==> src/rtl/rom_load_sequencer.sv <==
// rom_load_sequencer
//   Delivers an iNES ROM image to the game loader byte interface.
//   Two byte sources compete for the load: src0 is the embedded BRAM image
//   streamer and src1 is the external UART/SD loader. src1 wins when both
//   request. The sequencer checks the 16-byte iNES header and derives the
//   total image length from it. It spaces the output strobes GAP_CYCLES
//   apart, and reports done/error to the system controller.
//
// Parameters
//   GAP_CYCLES  idle cycles between odata_clk pulses (>= 1)
//   MAX_SIZE    largest accepted image in bytes, header included
//   TIMEOUT     ready-without-valid cycles tolerated before aborting
//
// Ports
//   clk, reset              clock, synchronous active-high reset
//   start                   one-cycle pulse, starts a load from IDLE/DONE/ERROR
//   srcN_req/data/valid     source N image request and byte stream
//   srcN_ready              byte accepted from source N this cycle
//   downloading             loader enable, high while a load is running
//   odata, odata_clk        byte to loader and its one-cycle strobe
//   done, error, err_code   sticky completion / abort status
//                           (err_code: 0 no source, 1 bad magic, 2 oversize, 3 timeout)
//   active_src              granted source
//   checksum                (only with LOAD_CHECKSUM_EN) mod-256 sum of strobed bytes
//
// Optional feature macro: LOAD_CHECKSUM_EN
module rom_load_sequencer #(
  parameter int GAP_CYCLES = 1,
  parameter int MAX_SIZE   = 28688,
  parameter int TIMEOUT    = 65535
) (
  input  logic       clk,
  input  logic       reset,
  input  logic       start,
  input  logic       src0_req,
  input  logic [7:0] src0_data,
  input  logic       src0_valid,
  output logic       src0_ready,
  input  logic       src1_req,
  input  logic [7:0] src1_data,
  input  logic       src1_valid,
  output logic       src1_ready,
  output logic       downloading,
  output logic [7:0] odata,
  output logic       odata_clk,
  output logic       done,
  output logic       error,
  output logic [1:0] err_code,
  output logic       active_src
`ifdef LOAD_CHECKSUM_EN
  ,
  output logic [7:0] checksum
`endif
);

  typedef enum logic [2:0] {
    S_IDLE, S_GRANT, S_HEADER, S_BODY, S_DONE, S_ERROR
  } state_t;

  state_t      state;
  logic [31:0] pace;       // cycles left before the next byte may be accepted
  logic [31:0] tcnt;       // consecutive starved cycles
  logic [23:0] cnt;        // bytes accepted so far
  logic [23:0] total;      // image length taken from the header
  logic [7:0]  prg, chr;
  logic        trn;
  logic        last_pend;  // final byte strobed; DONE follows next cycle

  logic        busy, xfer, sel_valid, magic_bad;
  logic [7:0]  sel_data;
  logic [23:0] cnt_nx, total_w;

  // Ready depends only on registered state. The pacing counter also covers the
  // strobe cycle, so a byte is never accepted while its predecessor is still
  // being presented to the loader.
  assign busy       = (state == S_HEADER || state == S_BODY) && (pace == 32'd0) && !last_pend;
  assign src0_ready = busy && !active_src;
  assign src1_ready = busy && active_src;

  assign sel_valid  = active_src ? src1_valid : src0_valid;
  assign sel_data   = active_src ? src1_data  : src0_data;
  assign xfer       = busy && sel_valid;
  assign cnt_nx     = cnt + 24'd1;

  // The largest possible value is about 6.3M, so 24 bits cannot overflow.
  assign total_w = 24'd16 + {2'b0, prg, 14'b0} + {3'b0, chr, 13'b0} + (trn ? 24'd512 : 24'd0);

  always_comb begin
    magic_bad = 1'b0;
    if (state == S_HEADER && cnt < 24'd4) begin
      case (cnt[1:0])
        2'd0:    magic_bad = (sel_data != 8'h4E);
        2'd1:    magic_bad = (sel_data != 8'h45);
        2'd2:    magic_bad = (sel_data != 8'h53);
        default: magic_bad = (sel_data != 8'h1A);
      endcase
    end
  end

  always_ff @(posedge clk) begin
    if (reset) begin
      state       <= S_IDLE;
      pace        <= '0;
      tcnt        <= '0;
      cnt         <= '0;
      total       <= '0;
      prg         <= '0;
      chr         <= '0;
      trn         <= 1'b0;
      last_pend   <= 1'b0;
      downloading <= 1'b0;
      odata       <= '0;
      odata_clk   <= 1'b0;
      done        <= 1'b0;
      error       <= 1'b0;
      err_code    <= '0;
      active_src  <= 1'b0;
`ifdef LOAD_CHECKSUM_EN
      checksum    <= '0;
`endif
    end else begin
      odata_clk <= 1'b0;
      if (pace != 32'd0) pace <= pace - 32'd1;

      case (state)
        S_IDLE, S_DONE, S_ERROR: begin
          if (start) begin
            done      <= 1'b0;
            error     <= 1'b0;
            err_code  <= 2'd0;
            cnt       <= '0;
            tcnt      <= '0;
            last_pend <= 1'b0;
`ifdef LOAD_CHECKSUM_EN
            checksum  <= '0;
`endif
            state     <= S_GRANT;
          end
        end

        S_GRANT: begin
          if (src1_req || src0_req) begin
            active_src  <= src1_req;
            downloading <= 1'b1;
            state       <= S_HEADER;
          end else begin
            error    <= 1'b1;
            err_code <= 2'd0;
            state    <= S_ERROR;
          end
        end

        S_HEADER, S_BODY: begin
          if (last_pend) begin
            last_pend   <= 1'b0;
            downloading <= 1'b0;
            done        <= 1'b1;
            state       <= S_DONE;
          end else if (xfer) begin
            tcnt <= '0;
            if (magic_bad) begin
              // Bad magic bytes are dropped, not forwarded.
              error       <= 1'b1;
              err_code    <= 2'd1;
              downloading <= 1'b0;
              state       <= S_ERROR;
            end else begin
              odata     <= sel_data;
              odata_clk <= 1'b1;
              pace      <= 32'(GAP_CYCLES);
              cnt       <= cnt_nx;
`ifdef LOAD_CHECKSUM_EN
              checksum  <= checksum + sel_data;
`endif
              if (state == S_HEADER) begin
                if (cnt == 24'd4) prg <= sel_data;
                if (cnt == 24'd5) chr <= sel_data;
                if (cnt == 24'd6) trn <= sel_data[2];
                if (cnt == 24'd15) begin
                  total <= total_w;
                  if (total_w > 24'(MAX_SIZE)) begin
                    // Byte 15 is still strobed this cycle; the error shows alongside it.
                    error       <= 1'b1;
                    err_code    <= 2'd2;
                    downloading <= 1'b0;
                    state       <= S_ERROR;
                  end else begin
                    state <= S_BODY;
                    // A header-only image is complete right here.
                    if (total_w == 24'd16) last_pend <= 1'b1;
                  end
                end
              end else if (cnt_nx == total) begin
                last_pend <= 1'b1;
              end
            end
          end else if (busy) begin
            if (tcnt == 32'(TIMEOUT - 1)) begin
              error       <= 1'b1;
              err_code    <= 2'd3;
              downloading <= 1'b0;
              state       <= S_ERROR;
            end else begin
              tcnt <= tcnt + 32'd1;
            end
          end
        end

        default: state <= S_IDLE;
      endcase
    end
  end

endmodule

==> config.mk <==
export PLATFORM = sky130hd
export DESIGN_NAME = rom_load_sequencer
export DESIGN_NICKNAME = d
export VERILOG_FILES = /design/src/rtl/rom_load_sequencer.sv
export SDC_FILE = /design/constraint.sdc
export NUM_CORES = 1
export LEC_CHECK = 0
export BUFFER_PORTS_ARGS = -buffer_cell sky130_fd_sc_hd__buf_2
export CAP_MARGIN = 10
export CORE_MARGIN = 3
export CORE_UTILIZATION = 45
export DETAILED_ROUTE_END_ITERATION = 12
export HOLD_SLACK_MARGIN = 0.05
export PLACE_DENSITY_LB_ADDON = 0.25
export SYNTH_ARGS = -nofsm -noshare
export SYNTH_HDL_FRONTEND = slang
export SYNTH_SLANG_ARGS = --single-unit
==> constraint.sdc <==
create_clock -name clk -period 4.2 [get_ports clk]
set_input_delay 0.21 -clock clk [delete_from_list [all_inputs] [get_ports clk]]
set_output_delay 0.21 -clock clk [all_outputs]
set_load 0.02 [all_outputs]
==> metrics.md <==
| Metric | Value |
|---|---|
| Chip Height | 137.6 µm |
| Max Slew Vio Count | 0 |
| Die Area | 0.01892 mm² |
| Core area | 0.01676 mm² |
| Diode count | 0 |
| Worst EP required | roughly 4.5 ns |
| Routed Wire Length | 19,830 µm |
| Clock Skew | 0.009799 ns |
| Largest family of logic cells by synthesized area | simple AND/OR/NAND/NOR gates |
| First-pass GRT wire length | about 33,000 µm |
| Final worst path period share | 81.85% |
| # nets final | 1,021 |
| Synth cell types | 66 |
| Starting Density | between 40 and 50% |
| Vias in the first global route | 6,564 |
| Synthesis-to-layout area growth | 12.40% |
| Placed cells | 1,182 |
| Total grt overflow | 0 |
| Hold Crit Depth | 3 |
| Yosys Warn Count | 0 |
| TritonCTS clock tree | done |
| Hold buffers post-CTS | 0 |
| Critical path arrival | approximately 3.8 ns |
| CTS max path bufs | 2 |
| Fmax | just under 300 MHz |
| Number of buffers added on ports | 39 |
| Rows | 47 |
| Leak Pwr | 3.132 nW |
| Xor and xnor area share after synthesis | 8.096% |
| Half-perimeter wire length after placement | roughly 14,000 µm |
| Max-Slew Margin vs Limit | 42.18% |
| Number of flops mapped to enable cells by yosys | 0 |
| Post-synthesis cell area | 0.007789 mm² |
| Top Ports | 40 |
| Cell count after synthesis | 963 |
| Fraction of synthesized area in multiplexers | 5.590% |
| Register area share after synthesis | 34.96% |
| CTS Root Cell | clkbuf_16 |
| Via Count | 7,067 |
| Complex-gate fraction of the synthesized area | 13.62% |
| CP max FO | 3 |
| Worst R2R Path Depth | 9 |
| Hold Crit Class | in2reg |
| Non-Filler Instances | 1,214 |
| Post-CTS Resized | 0 |
| Clk slew on worst S/H paths | 0.06 ns |
| Residual DRC count | 0 |
| Syn_area_per_cell | 8.088 µm² |
| Final worst slack | 0.7622 ns |
| Slew @ Worst Pin | between 0.8 and 0.9 ns |
| Outcome | complete, no violations |
| Die W | roughly 140 µm |
| Initial DRC Count | 425 |
| WHS | 0.1120 ns |
| Routed Antenna Nets | 0 |
| Clk_lat worst skew | roughly 0.42 ns |
| Synth async-reset ratio | 0% |
| Initial antenna violation count | 1 |
| FF+latch count, synth | 136 |
| Peak supply drop | 0.0004980 V |
| Vias per std cell | ~5.8 |
| Syn_nets | roughly 1,000 |
| Worst setup SP type | flop |
| Simple logic cell fraction of the synthesized area | 31.20% |
| Primary FF master, synth | dfxtp_1 |
| Gr usage total | 21.70% |
| Setup TNS | 0 ns |
| Worst slack at placement | 0.7754 ns |
| Final min period | 3.438 ns |
| Setup violators final | 0 |
| WL per Instance | 16.33 µm |
| Hold Vio Cnt, Final | 0 |
| Post-Synth Adder-Cell Area | 2.827% |
| Post-CTS setup buffers | 0 |
| GPL Wtd Cong | 0.8625 |
| Power density over the cells | 542.0 mW/mm² |
| Unrepaired setup endpoints after global routing | false |
| Ratio of cells with drive above 1 in the final layout | approximately 13% |
| Total of max-cap violations | 0 |
| Pin count of the biggest net entering global routing | 54 |
| WS Path Type | reg2reg |
| Detailed Routing Iterations Pass 1 | 5 |
| R2R setup slack | 0.76 ns |
| H-tree depth | 4 |
| CTS sink count | 136 |
| Crit. End Element | flop |
| CTS buffer count | 17 |
| Pwr Total | 0.004745 W |
## where the power goes
group | internal, W | switching (W)
logic | 0.000642 | 0.00101
registers | 0.00146 | 0.000188
clock network | 0.000849 | 0.000593
## worst max-delay path, stage by stage, from the launching register on
cell	delay (ns)
dfxtp_1	0.31
ha_1	0.22
fa_1	0.43
a211oi_1	0.39
nor4b_1	0.10
or3b_2	0.46
nor4_1	0.46
a31oi_1	0.28
o211ai_1	0.32
mux2_2	0.37
## logic make-up after synthesis
group,after synthesis
compound gates,162
xor+xnor,72
fa+ha+maj,17
buf+inv,76
flops,136
mux,42
simple gates,458
## worst paths after layout
kind,startpoint,to
min reg2reg,odata[7],odata[7]
max reg2reg,prg[0],err_code[1]
min,src1_req,active_src
max,prg[0],err_code[1]
## state kept, by name (all words and copies together), names as in the netlist, 2 cells and up
| register | flops |
|---|---|
| cnt | 24 |
| prg | 8 |
| state | 3 |
| pace | 32 |
| tcnt | 32 |
| err_code | 2 |
| chr | 8 |
| total | 12 |
| odata | 8 |
## cell usage in the layout (no fill, tap or decap), types with 5 or more instances in the layout
master,synthesis,final
inv_1,18,18
clkbuf_16,0,17
o211ai_1,9,9
xor2_1,22,22
ha_1,16,16
nand3b_1,8,8
a21oi_1,46,46
o21ai_0,33,32
nand2_1,69,69
nor2b_1,7,7
a211oi_1,14,14
nand2b_1,14,14
and2_1,10,10
buf_2,3,39
nor2_1,137,137
or2_2,5,5
and4_1,13,13
mux2i_1,30,30
dfxtp_1,136,136
mux2_2,12,12
a31oi_1,8,8
nand4_1,30,30
a311oi_1,10,10
or3_1,9,9
nor4b_1,7,7
nor4_1,35,34
or4_1,16,16
nor3_1,40,39
xnor2_1,50,50
nand3_1,24,24
buf_4,0,17
and3_1,14,14
## Yosys cell counts, types with 3 or more instances
cell / number / area (µm²)
nor2_1: 137 / 514.2
dfxtp_1: 136 / 2723
nand2_1: 69 / 259.0
clkbuf_1: 51 / 191.4
xnor2_1: 50 / 437.9
a21oi_1: 46 / 230.2
nor3_1: 40 / 200.2
nor4_1: 35 / 219.0
o21ai_0: 33 / 165.2
mux2i_1: 30 / 300.3
nand4_1: 30 / 187.7
nand3_1: 24 / 120.1
xor2_1: 22 / 192.7
inv_1: 18 / 67.56
ha_1: 16 / 200.2
or4_1: 16 / 120.1
a211oi_1: 14 / 105.1
and3_1: 14 / 87.58
nand2b_1: 14 / 87.58
and4_1: 13 / 113.9
mux2_2: 12 / 135.1
a311oi_1: 10 / 87.58
and2_1: 10 / 62.56
o211ai_1: 9 / 67.56
or3_1: 9 / 56.30
a31oi_1: 8 / 50.05
nand3b_1: 8 / 60.06
nor2b_1: 7 / 43.79
nor4b_1: 7 / 61.31
or2_2: 5 / 31.28
nor3b_1: 4 / 30.03
o22ai_1: 4 / 25.02
o41ai_1: 4 / 35.03
a31o_2: 3 / 26.28
buf_1: 3 / 11.26
buf_2: 3 / 15.01
nor3_2: 3 / 30.03
o21a_1: 3 / 22.52
o31ai_1: 3 / 22.52
or3b_2: 3 / 26.28
## layout make-up
cell class | count | area [µm²]
clock buffer | 19 | 452.9
clock inverter | 13 | 117.6
fill | 1586 | 8005
inverter | 19 | 71.32
multi-input combinational | 751 | 4792
sequential | 136 | 2723
tap | 220 | 275.3
timing repair buffer | 56 | 322.8
## per-stage QoR
stage | utilization (%) | area (µm²)
2_1_floorplan | - | 7789
3_3_place_gp | 48.83 | 8184
3_5_place_dp | 48.83 | 8184
4_1_cts | 52.24 | 8755
5_1_grt | 52.24 | 8755
6_report | 52.24 | 8755
## per-layer routing
metal	track usage, %	part of all wire (%)	vias up
li1	-	-	3551
met1	28.82	46	3325
met2	35.52	48	161
met3	4.894	4.0	28
met4	5.876	1.4	2
met5	0	0.066	-
Power figures use the tool's default switching activity.
